`src/rtl/urv_dbg_pkg.sv`:
```
// Shared constants for the host-side debug driver of the uRV fetch unit:
// command opcodes, fixed instruction encodings and controller states.
package urv_dbg_pkg;

  localparam logic [1:0] DBG_OP_NOP    = 2'd0;
  localparam logic [1:0] DBG_OP_HALT   = 2'd1;
  localparam logic [1:0] DBG_OP_EXEC   = 2'd2;
  localparam logic [1:0] DBG_OP_RESUME = 2'd3;

  localparam logic [31:0] INSN_NOP    = 32'h0000_0013;
  localparam logic [31:0] INSN_EBREAK = 32'h0010_0073;

  typedef enum logic [1:0] {
    ST_IDLE    = 2'd0,
    ST_HALTING = 2'd1,
    ST_ISSUE   = 2'd2,
    ST_WAIT    = 2'd3
  } dbg_state_e;

endpackage

```
`src/rtl/urv_dbg_timeout.sv`:
```
// Per-state handshake watchdog: a 16-bit cycle counter that flags the cycle
// on which its next increment would reach the configured limit.
module urv_dbg_timeout #(
  parameter logic [15:0] g_limit = 16'd1023
) (
  input  logic clk_i,
  input  logic rst_i,
  input  logic clr_i,
  input  logic en_i,
  output logic expired_o
);

  logic [15:0] count;

  always_ff @(posedge clk_i) begin
    if (rst_i || clr_i) begin
      count <= '0;
    end else if (en_i) begin
      count <= count + 16'd1;
    end
  end

  // Must not look at clr_i: the clear is derived from the next state,
  // which itself depends on this flag.
  assign expired_o = en_i && (count == g_limit - 16'd1);

endmodule

```
`src/rtl/urv_dbg_host.sv`:
```
// Host-side driver of the urv_fetch debug-instruction port: runs HALT / EXEC /
// RESUME commands by forcing debug mode and feeding one instruction at a time.
module urv_dbg_host
  import urv_dbg_pkg::*;
#(
  parameter bit          g_start_halted = 1'b0,
  parameter int unsigned g_timeout      = 1023
) (
  input  logic        clk_i,
  input  logic        rst_i,
  input  logic        cmd_valid_i,
  input  logic [1:0]  cmd_op_i,
  input  logic [31:0] cmd_insn_i,
  output logic        cmd_ready_o,
  output logic        done_o,
  output logic        err_o,
  output logic        halted_o,
  output logic        dbg_force_o,
  input  logic        dbg_enabled_i,
  output logic [31:0] dbg_insn_o,
  output logic        dbg_insn_set_o,
  input  logic        dbg_insn_ready_i
);

  localparam logic [15:0] TIMEOUT_LIMIT = 16'(g_timeout);

  dbg_state_e  state_q, state_d;
  logic        force_q, force_d;
  logic [31:0] insn_q, insn_d;
  logic        resume_q, resume_d;
  logic        done_q, done_d;
  logic        err_q, err_d;
  logic        ready_q;
  logic        halted_q;
  logic        expired;
  logic        offer;
  logic        exit_on_disable;

  urv_dbg_timeout #(
    .g_limit (TIMEOUT_LIMIT)
  ) u_timeout (
    .clk_i     (clk_i),
    .rst_i     (rst_i),
    .clr_i     (state_d != state_q),
    .en_i      (state_q != ST_IDLE),
    .expired_o (expired)
  );

  // An EBREAK leaves debug mode, so its retirement is seen as dbg_enabled_i
  // falling rather than as the ready flag returning.
  assign exit_on_disable = resume_q || (insn_q == INSN_EBREAK);

  // Offering only while ready is high means a stalled fetch keeps seeing the
  // same set, and the cycle after it is consumed ready drops and the set goes.
  assign offer = (state_q == ST_ISSUE) && dbg_insn_ready_i;

  always_comb begin
    // NOTE: every variable written here gets a default first so no path
    // through the case leaves it unassigned and infers a latch.
    state_d  = state_q;
    force_d  = force_q;
    insn_d   = insn_q;
    resume_d = resume_q;
    done_d   = 1'b0;
    err_d    = 1'b0;

    case (state_q)
      ST_IDLE: begin
        if (cmd_valid_i && ready_q) begin
          case (cmd_op_i)
            DBG_OP_NOP: done_d = 1'b1;
            DBG_OP_HALT: begin
              if (halted_q && dbg_insn_ready_i) begin
                done_d = 1'b1;
              end else begin
                force_d = 1'b1;
                state_d = ST_HALTING;
              end
            end
            DBG_OP_EXEC: begin
              if (!halted_q) begin
                done_d = 1'b1;
                err_d  = 1'b1;
              end else begin
                insn_d   = cmd_insn_i;
                resume_d = 1'b0;
                state_d  = ST_ISSUE;
              end
            end
            default: begin
              if (!halted_q) begin
                done_d = 1'b1;
                err_d  = 1'b1;
              end else begin
                force_d  = 1'b0;
                insn_d   = INSN_EBREAK;
                resume_d = 1'b1;
                state_d  = ST_ISSUE;
              end
            end
          endcase
        end
      end

      ST_HALTING: begin
        if (dbg_enabled_i && dbg_insn_ready_i) begin
          done_d  = 1'b1;
          state_d = ST_IDLE;
        end else if (expired) begin
          done_d  = 1'b1;
          err_d   = 1'b1;
          state_d = ST_IDLE;
        end
      end

      ST_ISSUE: begin
        if (!dbg_insn_ready_i) begin
          state_d = ST_WAIT;
        end else if (expired) begin
          done_d  = 1'b1;
          err_d   = 1'b1;
          state_d = ST_IDLE;
        end
      end

      ST_WAIT: begin
        if (exit_on_disable ? !dbg_enabled_i : dbg_insn_ready_i) begin
          done_d  = 1'b1;
          state_d = ST_IDLE;
        end else if (expired) begin
          done_d  = 1'b1;
          err_d   = 1'b1;
          state_d = ST_IDLE;
        end
      end

      default: state_d = ST_IDLE;
    endcase
  end

  // NOTE: sequential state uses non-blocking assignments so every register
  // samples the pre-edge values regardless of process ordering.
  always_ff @(posedge clk_i) begin
    if (rst_i) begin
      state_q  <= ST_IDLE;
      force_q  <= g_start_halted;
      insn_q   <= INSN_NOP;
      resume_q <= 1'b0;
      done_q   <= 1'b0;
      err_q    <= 1'b0;
      ready_q  <= 1'b0;
      halted_q <= 1'b0;
    end else begin
      state_q  <= state_d;
      force_q  <= force_d;
      insn_q   <= insn_d;
      resume_q <= resume_d;
      done_q   <= done_d;
      err_q    <= err_d;
      ready_q  <= (state_d == ST_IDLE);
      halted_q <= dbg_enabled_i;
    end
  end

  assign cmd_ready_o    = ready_q;
  assign done_o         = done_q;
  assign err_o          = err_q;
  assign halted_o       = halted_q;
  assign dbg_force_o    = force_q;
  assign dbg_insn_set_o = offer;
  assign dbg_insn_o     = offer ? insn_q : INSN_NOP;

endmodule

```
`config.mk`:
```
export PLATFORM = sky130hd
export DESIGN_NAME = urv_dbg_host
export DESIGN_NICKNAME = d
export VERILOG_FILES = /design/src/rtl/urv_dbg_pkg.sv /design/src/rtl/urv_dbg_timeout.sv /design/src/rtl/urv_dbg_host.sv
export SDC_FILE = /design/constraint.sdc
export NUM_CORES = 1
export LEC_CHECK = 0
export CAP_MARGIN = 0
export CORE_MARGIN = 1
export CORE_UTILIZATION = 45
export CTS_BUF_LIST = sky130_fd_sc_hd__clkbuf_16
export CTS_CLUSTER_SIZE = 8
export DETAILED_ROUTE_END_ITERATION = 7
export HOLD_SLACK_MARGIN = 0.05
export MAX_ROUTING_LAYER = met4
export PLACE_DENSITY_LB_ADDON = 0.12
export SLEW_MARGIN = 20
export SYNTH_ARGS = -nofsm -noshare
export SYNTH_HDL_FRONTEND = slang
export SYNTH_SLANG_ARGS = --single-unit
export TNS_END_PERCENT = 20
```
`constraint.sdc`:
```
create_clock -name clk_i -period 6.2 [get_ports clk_i]
set_input_delay 1.24 -clock clk_i [delete_from_list [all_inputs] [get_ports clk_i]]
set_output_delay 1.24 -clock clk_i [all_outputs]
set_load 0.05 [all_outputs]
```
==> results.json, run 1 <==
{
  "critPathMaxStageDelay_ns": 0.80,
  "gp_congestion": 0.836,
  "setup_tns_ns": 0,
  "rsz0062_at_grt": "false",
  "finalPower_mw": 0.727,
  "cts-resized-gates": 0,
  "final_util_pct": 62.6,
  "reg2reg_depth": 6,
  "portBuffers": 76,
  "h-tree-depth": 2,
  "layoutNonFillerInstCount": 480,
  "n_fill_cell": 516,
  "critPathKind": "input pin to primary output",
  "numCtsBuffers": 5,
  "grt_max_degree": 43,
  "synth_fp_nets": 379,
  "cp.arrival_ns": 3.47,
  "drt_iter0_drc": 133,
  "post_cts_buffers": 0,
  "slew_viol_final": 0,
  "ctsRootBufferMaster": "clkbuf_16",
  "ys_seq_area_share_pct": 40.4,
  "synth_edf_count": 0,
  "ys_seq_elements": 56,
  "vias": 2541,
  "place_inst": 472,
  "synth_common_cells": "dfxtp_1 (56), nand2_1 (42), a21oi_1 (33)",
  "yosys_most_used_dff": "dfxtp_1",
  "syn-cell-area_um2": 2770,
  "crit_path_cell_trace": "clkdlybuf4s50_1 -> nand2_1 -> nor2_1 -> buf_4 -> and2_1 -> clkdlybuf4s50_1",
  "crit_family": "buffers and inverters",
  "rows": 28,
  "cp_max_fo": 30,
  "via_per_inst": 5.29,
  "fin_worst_skew_ns": 0.00420,
  "cts.clk_slew.worst_paths_ns": 0.07,
  "die_h_um": 80.5,
  "area_growth_pct": 33.6,
  "dieArea_um2": 6480,
  "antenna_found_initial": 0,
  "max_cap_viol_count": 0,
  "cp.depth": 6,
  "critPathMostFrequentCell": "clkdlybuf4s50_1",
  "async_flop_share_pct": 0,
  "fin_nets": 445,
  "route.detailed.drc": 0,
  "pwr_density_cell_nw_per_um2": 196,
  "clk_latency_ns": 0.29,
  "grt_pass1_wl_um": 11100,
  "period_minus_slack_ns": 4.71,
  "tightest_slew_ns": 1.02,
  "drive_above_1_share_pct": 5.43,
  "final_hold_viol_count": 0,
  "worst_ep_required_time_ns": 4.96,
  "wl_per_cell_um": 13.7,
  "ctsHoldBuffers": 0,
  "cp-end-kind": "primary output",
  "ir_drop_uv": 147,
  "max_slew_margin_pct": 31.8,
  "yosysTopAreaCellShare_pct": 40.4,
  "finalCritPeriodShare_pct": 76.0,
  "multi_input_area_um2": 1530,
  "first_pass_iters": 4,
  "slowest_stage": "clkdlybuf4s50_1",
  "coreArea_um2": 5920,
  "leakagePower_nw": 1.38,
  "min_path_type": "register to register",
  "yosys_warnings": 0,
  "synth_top_cell_by_area": "dfxtp_1",
  "gr-usage-all-layers_pct": 22.2,
  "initial_core_util_pct": 46.9,
  "drtAntennaViolNets": 0,
  "antenna_cells": 0,
  "status": "finished, final reports clean",
  "synthCells": 338,
  "critPathLaunchType": "input pin",
  "finalSetupViolCount": 0,
  "yosysMostFrequentCell": "dfxtp_1",
  "hold_depth": 2,
  "routed_wl_um": 6570,
  "grt_pass1_vias": 2352,
  "cts_tree": "yes",
  "max_freq_ghz": 0.212,
  "die_x_um": 80.5,
  "dp_hpwl_um": 4490,
  "yosys-top-cells-area": "dfxtp_1 (40%), nand3b_1 (7.0%), and2_1 (6.3%)",
  "synth.distinct_cells": 48,
  "cp.buffers_inverters": 3,
  "cts_sinks": 56,
  "gr-total-overflow": 0,
  "syn_area_per_cell_um2": 8.21,
  "pin_count": 77,
  "clockBufferDepth": 2,
  "regArea_um2": 1120
}
-- report_power, final --
group | internal, mW | total [mW] | switching, mW | leakage (nW)
clock network | 0.147 | 0.271 | 0.124 | 0.0687
registers | 0.366 | 0.373 | 0.00702 | 0.452
logic | 0.0420 | 0.0833 | 0.0413 | 0.856
-- through the flow --
| stage | instance area, um^2 | worst slack [ns] | hold WS (ns) |
|---|---|---|---|
| after floorplan | 2770 | 2.25 | 0.435 |
| after global placement | 3570 | 1.51 | 0.448 |
| after detailed placement | 3570 | 1.50 | 0.453 |
| after CTS | 3710 | 1.48 | 0.462 |
| after global routing | 3710 | 1.39 | 0.482 |
| final | 3710 | 1.49 | 0.459 |
-- cell usage in the layout, fill, tap and decap left out, drive strengths merged, types with 5 or more instances in the layout --
master | netlist | final
clkdlybuf4s50 | 0 | 76
dfxtp | 56 | 56
nand2 | 42 | 42
a21oi | 33 | 33
and2 | 29 | 29
nand3b | 26 | 26
nor2 | 20 | 20
and3 | 16 | 16
nor3 | 12 | 12
xnor2 | 8 | 8
inv | 6 | 7
nand3 | 7 | 7
xor2 | 6 | 6
nand2b | 5 | 5
clkbuf | 20 | 5
buf | 2 | 5
nor4 | 5 | 5
-- registers in the layout, indices dropped and copies added, names as in the netlist --
register,count
resume_q,1
halted_o,1
err_o,1
state_q,2
dbg_force_o,1
done_o,1
u_timeout.count,16
cmd_ready_o,1
insn_q,32
-- worst reg2reg max path, cell delays in order (launching register included) --
cell and delay (ns):
dfxtp_1 0.32, or4_1 0.54, nor4_1 0.41, a41o_2 0.31, mux2i_1 0.13, o31ai_2 0.70
and3_1 0.27
-- per-layer routing --
layer | up-vias | wire [um] | track usage (%)
met5 | - | 0 | -
met4 | 0 | 36 | 4.46
met3 | 4 | 295 | 3.64
met2 | 61 | 3100 | 35.4
met1 | 1175 | 3140 | 29.7
li1 | 1301 | - | -
-- area by class of cell --
type                            count  area share [%]
Multi-Input combinational cell    254            41.3
Sequential cell                    56            30.2
Timing Repair Buffer               81            21.5
Clock buffer                        5            3.38
Tap cell                           75            2.53
Inverter                            6           0.608
Clock inverter                      3           0.405
-- path summary, 6_finish.rpt --
path | start | end | slack [ns]
min | insn_q[29]$_SDFFE_PP0P_ | insn_q[29]$_SDFFE_PP0P_ | 0.46
min reg2reg | insn_q[29]$_SDFFE_PP0P_ | insn_q[29]$_SDFFE_PP0P_ | 0.46
max reg2reg | insn_q[3]$_SDFFE_PP0P_ | u_timeout.count[8]$_SDFFE_PP0P_ | 3.45
max | dbg_insn_ready_i | dbg_insn_o[17] | 1.49
-- logic make-up after synthesis --
family	after synthesis	synth area share, %
muxes	2	0.722
AOI/OAI and AO/OA	51	11.1
adders and majority gates	2	0.902
and+or+nand+nor	185	38.0
DFF	56	40.4
xor gates and xnor gates	14	4.42
buffers and inverters	28	4.42
Note: power is estimated with default switching activity, not from simulation.
==> run 2: changes to the inputs <==
==> constraint.sdc (replaced) <==
create_clock -name clk_i -period 4.6 [get_ports clk_i]
set_input_delay 0.92 -clock clk_i [delete_from_list [all_inputs] [get_ports clk_i]]
set_output_delay 0.92 -clock clk_i [all_outputs]
set_load 0.05 [all_outputs]
==> run 2 against run 1 <==
Effect of this change: register-to-register slack lost 1.6 ns; via count grew 0.39%; sequential share of layout area shrank 2.5 points; worst hold slack gained 0.0026 ns; die area is the same; clock skew shrank 0.0016 ns; combinational power grew 37%; global-route usage grew 0.41 points; wire length grew 2.5%; worst setup slack lost 0.59 ns; first-iteration DRC count grew 17%; largest power group unchanged.
==> results.json, run 2 (same netlist as run 1, synthesis figures left out) <==
{
  "layout_setup_ws_ns": 0.901,
  "period_minus_slack_ns": 3.70,
  "critPathKind": "input pin to primary output",
  "place_inst": 473,
  "numCtsBuffers": 5,
  "status": "finished, final reports clean",
  "pwr_density_cell_nw_per_um2": 257,
  "finalCritPeriodShare_pct": 80.4,
  "min_path_type": "register to register",
  "grt_pass1_vias": 2323,
  "routed_wl_um": 6730,
  "grt_max_degree": 43,
  "gr-usage-all-layers_pct": 22.6,
  "ir_drop_uv": 220,
  "cp_max_fo": 9,
  "largest_register": "insn_q",
  "max_slew_margin_pct": 41.7,
  "cp.arrival_ns": 2.78,
  "ctsHoldBuffers": 0,
  "route.detailed.drc": 0,
  "layout_commonest_cell": "dfxtp_1",
  "h-tree-depth": 2,
  "crit_path_cell_trace": "clkdlybuf4s50_1 -> nand2_1 -> or3_1 -> clkdlybuf4s50_1",
  "max_cap_viol_count": 0,
  "initial_core_util_pct": 46.9,
  "dp_hpwl_um": 4650,
  "tightest_slew_ns": 0.869,
  "critPathMaxStageDelay_ns": 0.70,
  "grt_busiest_layer": "met2",
  "worst_ep_required_time_ns": 3.68,
  "rows": 28,
  "pin_count": 77,
  "rsz0062_at_grt": "false",
  "fin_nets": 446,
  "cts-resized-gates": 0,
  "antenna_cells": 0,
  "finalSetupViolCount": 0,
  "rr_startpoint": "insn_q[3]$_SDFFE_PP0P_",
  "wl_per_cell_um": 14.0,
  "vias": 2551,
  "slowest_stage": "clkdlybuf4s50_1",
  "drt_iter0_drc": 155,
  "die_x_um": 80.5,
  "grtUsageMet2_pct": 35.8,
  "min-delay-start": "insn_q[15]$_SDFFE_PP0P_",
  "slew_viol_final": 0,
  "fin_worst_skew_ns": 0.00263,
  "antenna_found_initial": 0,
  "die_h_um": 80.5,
  "portBuffers": 76,
  "final_cell_mix": "dfxtp_1 (56), clkdlybuf4s50_1 (46), nand2_1 (42)",
  "area_growth_pct": 45.5,
  "cts_tree": "yes",
  "cts_sinks": 56,
  "dieArea_um2": 6480,
  "first_pass_iters": 4,
  "clk_latency_ns": 0.29,
  "clockBufferDepth": 2,
  "top_regs": "insn_q x32, u_timeout.count x16, state_q x2",
  "leakagePower_nw": 1.53,
  "critPathLaunchType": "input pin",
  "final_hold_viol_count": 0,
  "cts.clk_slew.worst_paths_ns": 0.07,
  "place_area_um2": 3870,
  "coreArea_um2": 5920,
  "cp-end-kind": "primary output",
  "via_per_inst": 5.30,
  "ctsRootBufferMaster": "clkbuf_16",
  "gp_congestion": 0.867,
  "drive_above_1_share_pct": 13.1,
  "post-route-cell-area_um2": 4040,
  "drtAntennaViolNets": 0,
  "pre_cts_slack_ns": 0.920,
  "post_cts_buffers": 0,
  "grt_pass1_wl_um": 11200,
  "cp-startpoint": "dbg_insn_ready_i",
  "critPathMostFrequentCell": "clkdlybuf4s50_1",
  "largest_reg_flops": 32,
  "setup_tns_ns": 0,
  "met3_usage_pct": 3.98,
  "max_freq_ghz": 0.270,
  "layoutNonFillerInstCount": 481,
  "gr-usage-met1_pct": 29.8,
  "gr-total-overflow": 0
}
run 2: changes by cell type in the layout (fill, tap and decap cells not counted):
cell,change
clkinv_1,+1
inv_1,-1
buf_4,+1
clkdlybuf4s50_1,-30
clkinvlp_4,-1
bufinv_16,+1
buf_12,+30
run 2: worst max-delay path: cells and delay by family:
kind,cells,cell delay [ns]
buffers and inverters,2,1.33
and+or+nand+nor,2,0.52
run 2: cell type report:
cell class              instances  area, um^2
fillers                       463        1880
multi-input cells             254        1530
flip-flops and latches         56        1120
repair buffers                 82        1110
clock buffers                   5         125
well taps                      75        93.8
clock inverters                 3        37.5
inverters                       6        22.5
run 2: power by group:
group / total, mW / internal (mW) / switching, mW
logic: 0.114 / 0.0577 / 0.0565
registers: 0.502 / 0.493 / 0.00903
clock network: 0.419 / 0.253 / 0.166
run 2: final timing paths:
path,slack (ns),end,cells after the start
setup reg to reg,1.83,u_timeout.count[3]$_SDFFE_PP0P_,6
setup / recovery,0.90,dbg_insn_o[1],4
hold / removal,0.46,insn_q[15]$_SDFFE_PP0P_,2
hold reg to reg,0.46,insn_q[15]$_SDFFE_PP0P_,2
run 2: metal layers:
metal	part of all wire [%]	up-vias
li1	-	1306
met1	47	1165
met2	48	71
met3	4.4	9
met4	1.3	0
met5	0	-
run 2: stage by stage:
step	total power, mW	hold slack (ns)	utilization, %
after floorplan	0.572	0.435	-
after global placement	0.626	0.447	65.4
after detailed placement	0.627	0.451	65.4
after CTS	1.04	0.464	68.2
after global routing	1.08	0.491	68.2
final	1.04	0.461	68.2
